### src/rtl/decoder_sweep_if.sv
// Command/status bundle for decoder_sweep. The master drives the select and
// the commands; the slave returns the decoded strobe and the sweep status.
interface decoder_sweep_if #(
  parameter int IN_WIDTH = 3
);
  localparam int OUT_WIDTH = 2 ** IN_WIDTH;

  logic                 enable_i;
  logic [IN_WIDTH-1:0]  in_i;
  logic                 load_i;
  logic                 sweep_start_i;
  logic                 sweep_stop_i;
  logic [OUT_WIDTH-1:0] out_o;
  logic [IN_WIDTH-1:0]  index_o;
  logic                 busy_o;
  logic                 wrap_o;

  modport master (
    output enable_i, in_i, load_i, sweep_start_i, sweep_stop_i,
    input  out_o, index_o, busy_o, wrap_o
  );

  modport slave (
    input  enable_i, in_i, load_i, sweep_start_i, sweep_stop_i,
    output out_o, index_o, busy_o, wrap_o
  );
endinterface

### src/rtl/decoder_sweep.sv
// Registered one-hot decoder with HOLD and auto-incrementing SWEEP modes.
// state | meaning
// IDLE  | output inactive, index retained
// HOLD  | output decodes a latched index
// SWEEP | index advances every STEP_DIV cycles, wrapping to 0
module decoder_sweep #(
  parameter int IN_WIDTH   = 3,
  parameter int STEP_DIV   = 1,
  parameter bit ACTIVE_LOW = 1'b0
) (
  input logic            clk,
  input logic            rst,
  decoder_sweep_if.slave bus
);
  localparam int OUT_WIDTH = 2 ** IN_WIDTH;
  localparam int DIV_W     = (STEP_DIV > 1) ? $clog2(STEP_DIV) : 1;
  localparam logic [OUT_WIDTH-1:0] INACTIVE = ACTIVE_LOW ? {OUT_WIDTH{1'b1}} : '0;
  localparam logic [IN_WIDTH-1:0]  IDX_MAX  = {IN_WIDTH{1'b1}};
  localparam logic [DIV_W-1:0]     DIV_LAST = DIV_W'(STEP_DIV - 1);

  typedef enum logic [1:0] {S_IDLE, S_HOLD, S_SWEEP} state_t;

  state_t               state_q, state_d;
  logic [IN_WIDTH-1:0]  index_q, index_d;
  logic [DIV_W-1:0]     div_q, div_d;
  logic [OUT_WIDTH-1:0] out_q, out_d;
  logic                 busy_q, busy_d;
  logic                 wrap_q, wrap_d;

  always_comb begin
    state_d = state_q;
    index_d = index_q;
    div_d   = div_q;
    wrap_d  = 1'b0;
    if (bus.enable_i) begin
      if (bus.sweep_stop_i) begin
        state_d = S_IDLE;
      end else if (bus.sweep_start_i) begin
        index_d = bus.in_i;
        div_d   = '0;
        state_d = S_SWEEP;
      end else if (bus.load_i) begin
        index_d = bus.in_i;
        div_d   = '0;
        if (state_q == S_IDLE) state_d = S_HOLD;
      end else if (state_q == S_SWEEP) begin
        if (div_q == DIV_LAST) begin
          div_d   = '0;
          index_d = index_q + 1'b1;
          wrap_d  = (index_q == IDX_MAX);
        end else begin
          div_d = div_q + 1'b1;
        end
      end
    end
    busy_d = (state_d == S_SWEEP);
    // Disabled cycles blank the strobe but leave the sweep position intact.
    if (bus.enable_i && state_d != S_IDLE)
      out_d = ACTIVE_LOW ? ~(OUT_WIDTH'(1) << index_d) : (OUT_WIDTH'(1) << index_d);
    else
      out_d = INACTIVE;
  end

  always_ff @(posedge clk or posedge rst) begin
    if (rst) begin
      state_q <= S_IDLE;
      index_q <= '0;
      div_q   <= '0;
      out_q   <= INACTIVE;
      busy_q  <= 1'b0;
      wrap_q  <= 1'b0;
    end else begin
      state_q <= state_d;
      index_q <= index_d;
      div_q   <= div_d;
      out_q   <= out_d;
      busy_q  <= busy_d;
      wrap_q  <= wrap_d;
    end
  end

  assign bus.out_o   = out_q;
  assign bus.index_o = index_q;
  assign bus.busy_o  = busy_q;
  assign bus.wrap_o  = wrap_q;
endmodule

### src/flat_wrapper.sv
// flat-port wrapper written by rule: the top's interface ports become plain ports
module decoder_sweep_flat 
#(
  parameter int IN_WIDTH   = 3,
  parameter int STEP_DIV   = 1,
  parameter bit ACTIVE_LOW = 1'b0
)
  (clk, rst, bus_enable_i, bus_in_i, bus_load_i, bus_sweep_start_i, bus_sweep_stop_i, bus_out_o, bus_index_o, bus_busy_o, bus_wrap_o);
  decoder_sweep_if #(.IN_WIDTH(IN_WIDTH)) bus_i ();
  input logic clk;
  input logic rst;
  input wire logic [$bits(bus_i.enable_i)-1:0] bus_enable_i;
  input wire logic [$bits(bus_i.in_i)-1:0] bus_in_i;
  input wire logic [$bits(bus_i.load_i)-1:0] bus_load_i;
  input wire logic [$bits(bus_i.sweep_start_i)-1:0] bus_sweep_start_i;
  input wire logic [$bits(bus_i.sweep_stop_i)-1:0] bus_sweep_stop_i;
  output wire logic [$bits(bus_i.out_o)-1:0] bus_out_o;
  output wire logic [$bits(bus_i.index_o)-1:0] bus_index_o;
  output wire logic [$bits(bus_i.busy_o)-1:0] bus_busy_o;
  output wire logic [$bits(bus_i.wrap_o)-1:0] bus_wrap_o;
  assign bus_i.enable_i = bus_enable_i;
  assign bus_i.in_i = bus_in_i;
  assign bus_i.load_i = bus_load_i;
  assign bus_i.sweep_start_i = bus_sweep_start_i;
  assign bus_i.sweep_stop_i = bus_sweep_stop_i;
  assign bus_out_o = bus_i.out_o;
  assign bus_index_o = bus_i.index_o;
  assign bus_busy_o = bus_i.busy_o;
  assign bus_wrap_o = bus_i.wrap_o;
  decoder_sweep #(.IN_WIDTH(IN_WIDTH), .STEP_DIV(STEP_DIV), .ACTIVE_LOW(ACTIVE_LOW)) u_core (.clk(clk), .rst(rst), .bus(bus_i));
endmodule
### config.mk
export PLATFORM = sky130hd
export DESIGN_NAME = decoder_sweep_flat
export DESIGN_NICKNAME = d
export VERILOG_FILES = /design/src/rtl/decoder_sweep_if.sv /design/src/rtl/decoder_sweep.sv /design/src/flat_wrapper.sv
export SDC_FILE = /design/constraint.sdc
export NUM_CORES = 1
export LEC_CHECK = 0
export ABC_AREA = 1
export CAP_MARGIN = 20
export CORE_MARGIN = 1
export CORE_UTILIZATION = 41
export CTS_BUF_LIST = sky130_fd_sc_hd__clkbuf_4 sky130_fd_sc_hd__clkbuf_8
export DETAILED_ROUTE_END_ITERATION = 8
export PLACE_DENSITY = 0.71
export SLEW_MARGIN = 20
export SYNTH_ARGS = -nofsm -noshare
export SYNTH_HDL_FRONTEND = slang
export SYNTH_SLANG_ARGS = --single-unit
export TNS_END_PERCENT = 100
### constraint.sdc
create_clock -name clk -period 1.6 [get_ports clk]
set_input_delay 0.16 -clock clk [delete_from_list [all_inputs] [get_ports clk]]
set_output_delay 0.16 -clock clk [all_outputs]
set_load 0.1 [all_outputs]
==> metrics.yaml, run 1 <==
run_status:
  run_status: "completed"
finish:
  seqCellArea_um2: 384
  area_of_the_multi_input_gates_um2: 327
  layout_net_count: 129
  area_delta_synth_final_pct: 62.7
  fillers: 110
  layout-drive-gt1-share: 0.350
  antennaDiodeCount: 0
  postLayoutCellArea_mm2: 0.00119
clock_network:
  clock_tree.buffer_depth: 2
  num_cts_buffers: 3
  cts_clock_pin_slew_for_the_worst_setup_and_hold_paths_ns: 0.09
  post_cts_hold_buffer_count: 0
  ctsHtreeMaxLevel: 1
  clkLatencyLatePin_ns: 0.28
  ctsRootBufferMaster: "sky130_fd_sc_hd__clkbuf_4"
  clock-sinks: 15
  cts_tree: "built"
setup_path:
  cp.depth: 8
  critical-path-top-delay-family: "flip-flops"
  worst_path_max_delay_cell: "sky130_fd_sc_hd__dfrtp_4"
  crit_type: "reg -> reg"
  reg2reg_setup_slack_ns: 0.07
  crit_chain: "ha_4, ha_4, inv_2, nand3_2, nand3_2, a21oi_2, nand2_2, nor2_1"
  worst-endpoint-arrival_ns: 1.74
  critical_path.endpoint: "u_core.bus.out_o[4]"
  r2r-start: "u_core.bus.index_o[0]"
  crit_path_start: "u_core.bus.index_o[0]"
  worstPathMaxFanout: 4
  worst-path-buf-inv: 1
  r2r.worst_path.cells: 8
  worst_endpoint_required_time_ns: 1.81
  r2r-end: "u_core.bus.out_o[4]"
  timing.critical_path.from_type: "flop"
  critical_path.max_stage_delay_ns: 0.52
  critPathCaptureType: "flop"
drt:
  wire_per_inst_um: 11.7
  routed-via-count: 663
  detail_route.drc_violations: 0
  router_iterations_before_antenna_repair: 6
  avgViaCountPerCell: 4.70
  drt-initial-drc-count: 33
  route.final.wire_length_um: 1650
  final_antenna_net_count: 0
global_route:
  grt_pass1_vias: 652
  largest_net_degree_at_the_start_of_global_routing: 16
  grt_util_all_layers: 0.197
  global_route.usage.met1: 0.227
  first_pass_grt_wire_length_um: 2770
  grt.overflow.total: 0
  antenna_found_initial: 0
  busiest_layer: "met2"
  globalRouteMet3Util: 0.0367
  gr-usage-met2: 0.344
die:
  floorplan.rows: 14
  die_area_mm2: 0.00196
  initial_core_utilization: 0.459
  i_o_pin_total: 22
  core_area_mm2: 0.00159
  dieHeight_um: 44.3
  die-width_um: 44.3
sta:
  slew_headroom: 0.626
  setup_tns_ns: 0
  finalHoldViolCount: 0
  clock-skew-final_ns: 0.00322
  final-max-slew-violation-count: 0
  clock.fmax_mhz: 653
  timing.final.setup_violations: 0
  max_slew.worst_pin.slew_ns: 0.560
  rsz0062_at_grt: "yes"
  final_min_period_over_clock_period: 0.958
  min_cycle_time_layout_ns: 1.53
logic_synthesis:
  ys_types: 14
  ys_warn_count: 0
  synthesis.area_um2: 732
  synthCells: 90
  synth_register_bits: 15
  synthesis.nets: 101
  synthesized_area_per_cell_um2: 8.13
  synth_seq_area_share: 0.513
pwr:
  p_clk_frac: 0.182
  leakagePower_nw: 0.582
  vdd_ir_drop_max_mv: 0.651
  switching_share: 0.413
  p_sw_w: 0.000488
  p_int_w: 0.000693
  comb_power_share: 0.436
  power_density_mw_per_mm2: 992
  power.total_w: 0.00118
  relative_contribution_of_sequential_cells_to_total_power: 0.382
job:
  timing.max_cap.violations: 0
placed_design:
  placement.cell_area_mm2: 0.00115
  numPortBuffers: 21
  globalplace.congestion: 0.820
  dpl.hpwl_um: 1280
hold_path:
  holdCritPathClass: "in -> async"
worst min-delay path by stage:
stage	startpoint	endpoint	slack, ns	depth (start not counted)
finish	rst	u_core.state_q[1]	0.22	2
global route	rst	u_core.bus.wrap_o	0.28	2
detailed placement	rst	u_core.bus.out_o[1]	0.55	2
floorplan	rst	u_core.bus.busy_o	0.06	1
global placement	rst	u_core.bus.wrap_o	0.54	2
CTS	rst	u_core.bus.wrap_o	0.24	2
power groups by stage:
stage	registers [W]	clock network (W)	logic (W)
floorplan	0.000626	0	0.000151
global placement	0.000462	0	0.000488
detailed placement	0.000464	0	0.000494
CTS	0.000457	0.000221	0.000496
global route	0.000455	0.000237	0.000552
finish	0.000451	0.000216	0.000515
registers in the layout, indices dropped and copies added, names as in the netlist:
| signal | cells |
|---|---|
| u_core.bus.out_o | 8 |
| u_core.bus.index_o | 3 |
| u_core.state_q | 2 |
| u_core.bus.busy_o | 1 |
| u_core.bus.wrap_o | 1 |
routing by layer:
metal / vias to the layer above / wire length, um
li1: 327 / -
met1: 304 / 690
met2: 30 / 847
met3: 2 / 90
met4: 0 / 18
met5: - / 0
worst register-to-register path, stage by stage (launching register included):
cell                      delay (ns)
sky130_fd_sc_hd__dfrtp_4        0.52
sky130_fd_sc_hd__ha_4           0.17
sky130_fd_sc_hd__ha_4           0.25
sky130_fd_sc_hd__inv_2          0.03
sky130_fd_sc_hd__nand3_2        0.06
sky130_fd_sc_hd__nand3_2        0.07
sky130_fd_sc_hd__a21oi_2        0.17
sky130_fd_sc_hd__nand2_2        0.09
sky130_fd_sc_hd__nor2_1         0.11
cells in the final DEF, fill, tap and decap left out:
cell type                         count
sky130_fd_sc_hd__nor3_1               1
sky130_fd_sc_hd__buf_12              13
sky130_fd_sc_hd__clkdlybuf4s50_1      8
sky130_fd_sc_hd__buf_4                2
sky130_fd_sc_hd__nand2_2              5
sky130_fd_sc_hd__nor2_1              13
sky130_fd_sc_hd__clkinv_2             1
sky130_fd_sc_hd__a21oi_2              5
sky130_fd_sc_hd__inv_2                2
sky130_fd_sc_hd__o21ai_0              1
sky130_fd_sc_hd__nand2_1             20
sky130_fd_sc_hd__a21oi_1              1
sky130_fd_sc_hd__nand3_1              4
sky130_fd_sc_hd__dfrtp_4              2
sky130_fd_sc_hd__dfrtp_1             12
sky130_fd_sc_hd__dfrtp_2              1
sky130_fd_sc_hd__nand3_2              3
sky130_fd_sc_hd__clkbuf_4             3
sky130_fd_sc_hd__nor2_2               2
sky130_fd_sc_hd__inv_1               16
sky130_fd_sc_hd__ha_4                 2
per-stage QoR:
step	cells	worst slack, ns	util	hold slack (ns)
after CTS	139	0.0454	0.736	0.245
after global routing	141	-0.0337	0.747	0.284
after detailed placement	135	0.0538	0.719	0.546
final	141	0.0675	0.747	0.224
after global placement	135	0.0950	0.719	0.543
after floorplan	90	-0.0348	-	0.0615
area by class of cell:
class | instances | area share
Clock buffer | 3 | 0.0189
Clock inverter | 1 | 0.00420
Inverter | 18 | 0.0567
Multi-Input combinational cell | 57 | 0.274
Sequential cell | 15 | 0.322
Tap cell | 24 | 0.0252
Timing Repair Buffer | 23 | 0.298
timing repair:
item	CTS	global route
gates resized for setup	0	1
setup buffers	0	2
setup endpoints to repair	0	5
synthesized netlist by cell type:
master / instances / area (um2)
sky130_fd_sc_hd__nand2_1: 20 / 75.1
sky130_fd_sc_hd__a21oi_2: 5 / 43.8
sky130_fd_sc_hd__nor2_2: 1 / 6.26
sky130_fd_sc_hd__nand3_2: 1 / 10.0
sky130_fd_sc_hd__inv_2: 1 / 3.75
sky130_fd_sc_hd__nor2_1: 14 / 52.6
sky130_fd_sc_hd__dfrtp_1: 15 / 375
sky130_fd_sc_hd__a21oi_1: 1 / 5.00
sky130_fd_sc_hd__nor3_1: 1 / 5.00
sky130_fd_sc_hd__ha_1: 2 / 25.0
sky130_fd_sc_hd__inv_1: 17 / 63.8
sky130_fd_sc_hd__nand2_2: 5 / 31.3
sky130_fd_sc_hd__nand3_1: 6 / 30.0
sky130_fd_sc_hd__o21ai_0: 1 / 5.00
kinds of logic (layout without fill, tap and decap cells):
| logic type | after synthesis | in the layout | share of synthesized area |
|---|---|---|---|
| flip-flops | 15 | 15 | 0.513 |
| AO/OA/AOI/OAI | 7 | 7 | 0.0735 |
| adder cells (fa/ha/maj) | 2 | 2 | 0.0342 |
| AND/OR/NAND/NOR | 48 | 48 | 0.287 |
| buffers and inverters | 18 | 45 | 0.0923 |
Power figures use the tool's default switching activity.
==> run 2, diff against run 1 <==
--- a/config.mk
+++ b/config.mk
@@ -12,7 +12,7 @@
 export CTS_BUF_LIST = sky130_fd_sc_hd__clkbuf_4 sky130_fd_sc_hd__clkbuf_8
 export DETAILED_ROUTE_END_ITERATION = 8
 export PLACE_DENSITY = 0.71
-export SLEW_MARGIN = 20
+export SLEW_MARGIN = 10
 export SYNTH_ARGS = -nofsm -noshare
 export SYNTH_HDL_FRONTEND = slang
 export SYNTH_SLANG_ARGS = --single-unit
==> results of run 2 <==
No change in the layout: final DEF, timing and power equal those of run 1.
==> run 3, diff against run 2 <==
--- a/config.mk
+++ b/config.mk
@@ -9,9 +9,8 @@
 export CAP_MARGIN = 20
 export CORE_MARGIN = 1
 export CORE_UTILIZATION = 41
-export CTS_BUF_LIST = sky130_fd_sc_hd__clkbuf_4 sky130_fd_sc_hd__clkbuf_8
 export DETAILED_ROUTE_END_ITERATION = 8
-export PLACE_DENSITY = 0.71
+export PLACE_DENSITY_LB_ADDON = 0.08
 export SLEW_MARGIN = 10
 export SYNTH_ARGS = -nofsm -noshare
 export SYNTH_HDL_FRONTEND = slang
==> run 3 against run 2 <==
Compared with the run above: worst hold slack got worse by 0.021 ns; global-route usage is essentially flat; die area stayed put; critical path type unchanged; largest cell class unchanged.
==> metrics.yaml, run 3 (synthesis gave the netlist of run 1 again) <==
sta:
  post-route-worst-setup-slack_ns: 0.0815
  setup_tns_ns: 0
  slew_headroom: 0.625
  clock.fmax_mhz: 659
  max_slew.worst_pin.slew_ns: 0.562
  clock-skew-final_ns: 0.00155
  min_cycle_time_layout_ns: 1.52
  final-max-slew-violation-count: 0
  final_min_period_over_clock_period: 0.949
  finalHoldViolCount: 0
  hold_ws_ns: 0.203
  timing.final.setup_violations: 0
finish:
  area_delta_synth_final_pct: 62.4
  postLayoutCellArea_mm2: 0.00119
  layout_net_count: 129
  final_common_cell: "sky130_fd_sc_hd__nand2_1"
  layout-drive-gt1-share: 0.342
  largest_reg_flops: 8
  most-common-layout-cells: "sky130_fd_sc_hd__nand2_1, sky130_fd_sc_hd__inv_1, sky130_fd_sc_hd__nor2_1, sky130_fd_sc_hd__buf_12, sky130_fd_sc_hd__dfrtp_1"
  antennaDiodeCount: 0
global_route:
  grt_pass1_vias: 670
  first_pass_grt_wire_length_um: 2730
  grt_util_all_layers: 0.197
  antenna_found_initial: 0
  grt.overflow.total: 0
  largest_net_degree_at_the_start_of_global_routing: 16
drt:
  drt-initial-drc-count: 24
  avgViaCountPerCell: 4.62
  detail_route.drc_violations: 0
  router_iterations_before_antenna_repair: 6
  routed-via-count: 652
  route.final.wire_length_um: 1670
  wire_per_inst_um: 11.8
  final_antenna_net_count: 0
die:
  floorplan.rows: 14
  dieHeight_um: 44.3
  initial_core_utilization: 0.459
  die-width_um: 44.3
  i_o_pin_total: 22
  die_area_mm2: 0.00196
  core_area_mm2: 0.00159
setup_path:
  worstPathMaxFanout: 4
  reg2reg_setup_slack_ns: 0.08
  timing.critical_path.from_type: "flop"
  critPathCaptureType: "flop"
  worst-endpoint-arrival_ns: 1.75
  r2r.worst_path.cells: 8
  crit_type: "reg -> reg"
  r2r-start: "u_core.bus.index_o[0]"
  r2r-end: "u_core.bus.out_o[4]"
  worst_endpoint_required_time_ns: 1.84
pwr:
  power.total_w: 0.00119
  power_density_mw_per_mm2: 1000
  vdd_ir_drop_max_mv: 0.754
  leakagePower_nw: 0.582
clock_network:
  clkLatencyLatePin_ns: 0.30
  ctsHtreeMaxLevel: 1
  cts_clock_pin_slew_for_the_worst_setup_and_hold_paths_ns: 0.09
  num_cts_buffers: 3
  post_cts_hold_buffer_count: 0
  cts_resized: 0
  post_cts.repair.setup_buffers: 0
  cts_tree: "built"
  ctsRootBufferMaster: "sky130_fd_sc_hd__clkbuf_4"
  clock_tree.buffer_depth: 2
  clock-sinks: 15
job:
  timing.max_cap.violations: 0
placed_design:
  numPortBuffers: 21
  dpl.hpwl_um: 1310
  placement.cell_area_mm2: 0.00115
  post-place-ws_ns: 0.0333
  globalplace.congestion: 0.787
hold_path:
  holdCritPathClass: "in -> async"
run_status:
  run_status: "completed"
## run 3: changes by cell type in the layout (fill, tap and decap cells not counted)
| cell | delta |
|---|---|
| sky130_fd_sc_hd__nor2_1 | +1 |
| sky130_fd_sc_hd__nor2_2 | -1 |
## run 3: per-stage QoR
| stage | instances | utilization |
|---|---|---|
| finish | 141 | 0.746 |
| global route | 141 | 0.746 |
| global placement | 135 | 0.719 |
| floorplan | 90 | - |
| CTS | 139 | 0.736 |
| detailed placement | 135 | 0.719 |
## run 3: worst max-delay path, cell delays in order, from the launching register on
cell and delay [ns]:
sky130_fd_sc_hd__dfrtp_4 0.52, sky130_fd_sc_hd__ha_4 0.18, sky130_fd_sc_hd__ha_4 0.25, sky130_fd_sc_hd__inv_2 0.03, sky130_fd_sc_hd__nand3_2 0.06, sky130_fd_sc_hd__nand3_2 0.07
sky130_fd_sc_hd__a21oi_2 0.16, sky130_fd_sc_hd__nand2_2 0.09, sky130_fd_sc_hd__nor2_1 0.10
## run 3: where the power goes
part | internal [W] | total, W | switching, W
registers | 0.000414 | 0.000451 | 0.0000374
clock network | 0.0000933 | 0.000229 | 0.000135
logic | 0.000187 | 0.000513 | 0.000326
## run 3: area by class of cell
cell class / instances / area, um2
Fill cell: 123 / 405
Sequential cell: 15 / 384
Timing Repair Buffer: 23 / 355
Multi-Input combinational cell: 57 / 324
Inverter: 18 / 67.6
Tap cell: 24 / 30.0
Clock buffer: 3 / 22.5
Clock inverter: 1 / 5.00
## run 3: worst max-delay path by stage
stage	start	to	slack, ns	depth (start not counted)
3_3_place_gp	bus_load_i	u_core.bus.out_o[0]	0.08	6
2_1_floorplan	u_core.bus.index_o[1]	u_core.bus.out_o[4]	-0.03	8
3_5_place_dp	bus_sweep_start_i	u_core.bus.out_o[2]	0.03	6
6_report	u_core.bus.index_o[0]	u_core.bus.out_o[4]	0.08	8
4_1_cts	u_core.bus.index_o[1]	u_core.bus.out_o[4]	0.05	8
5_1_grt	u_core.bus.index_o[0]	u_core.bus.out_o[6]	-0.002	8
## run 3: metal layers
layer / GRT usage / up-vias / routed length (um)
li1: - / 327 / -
met1: 0.235 / 301 / 691
met2: 0.321 / 19 / 868
met3: 0.0612 / 5 / 75
met4: 0.0970 / 0 / 35
met5: 0 / - / 0
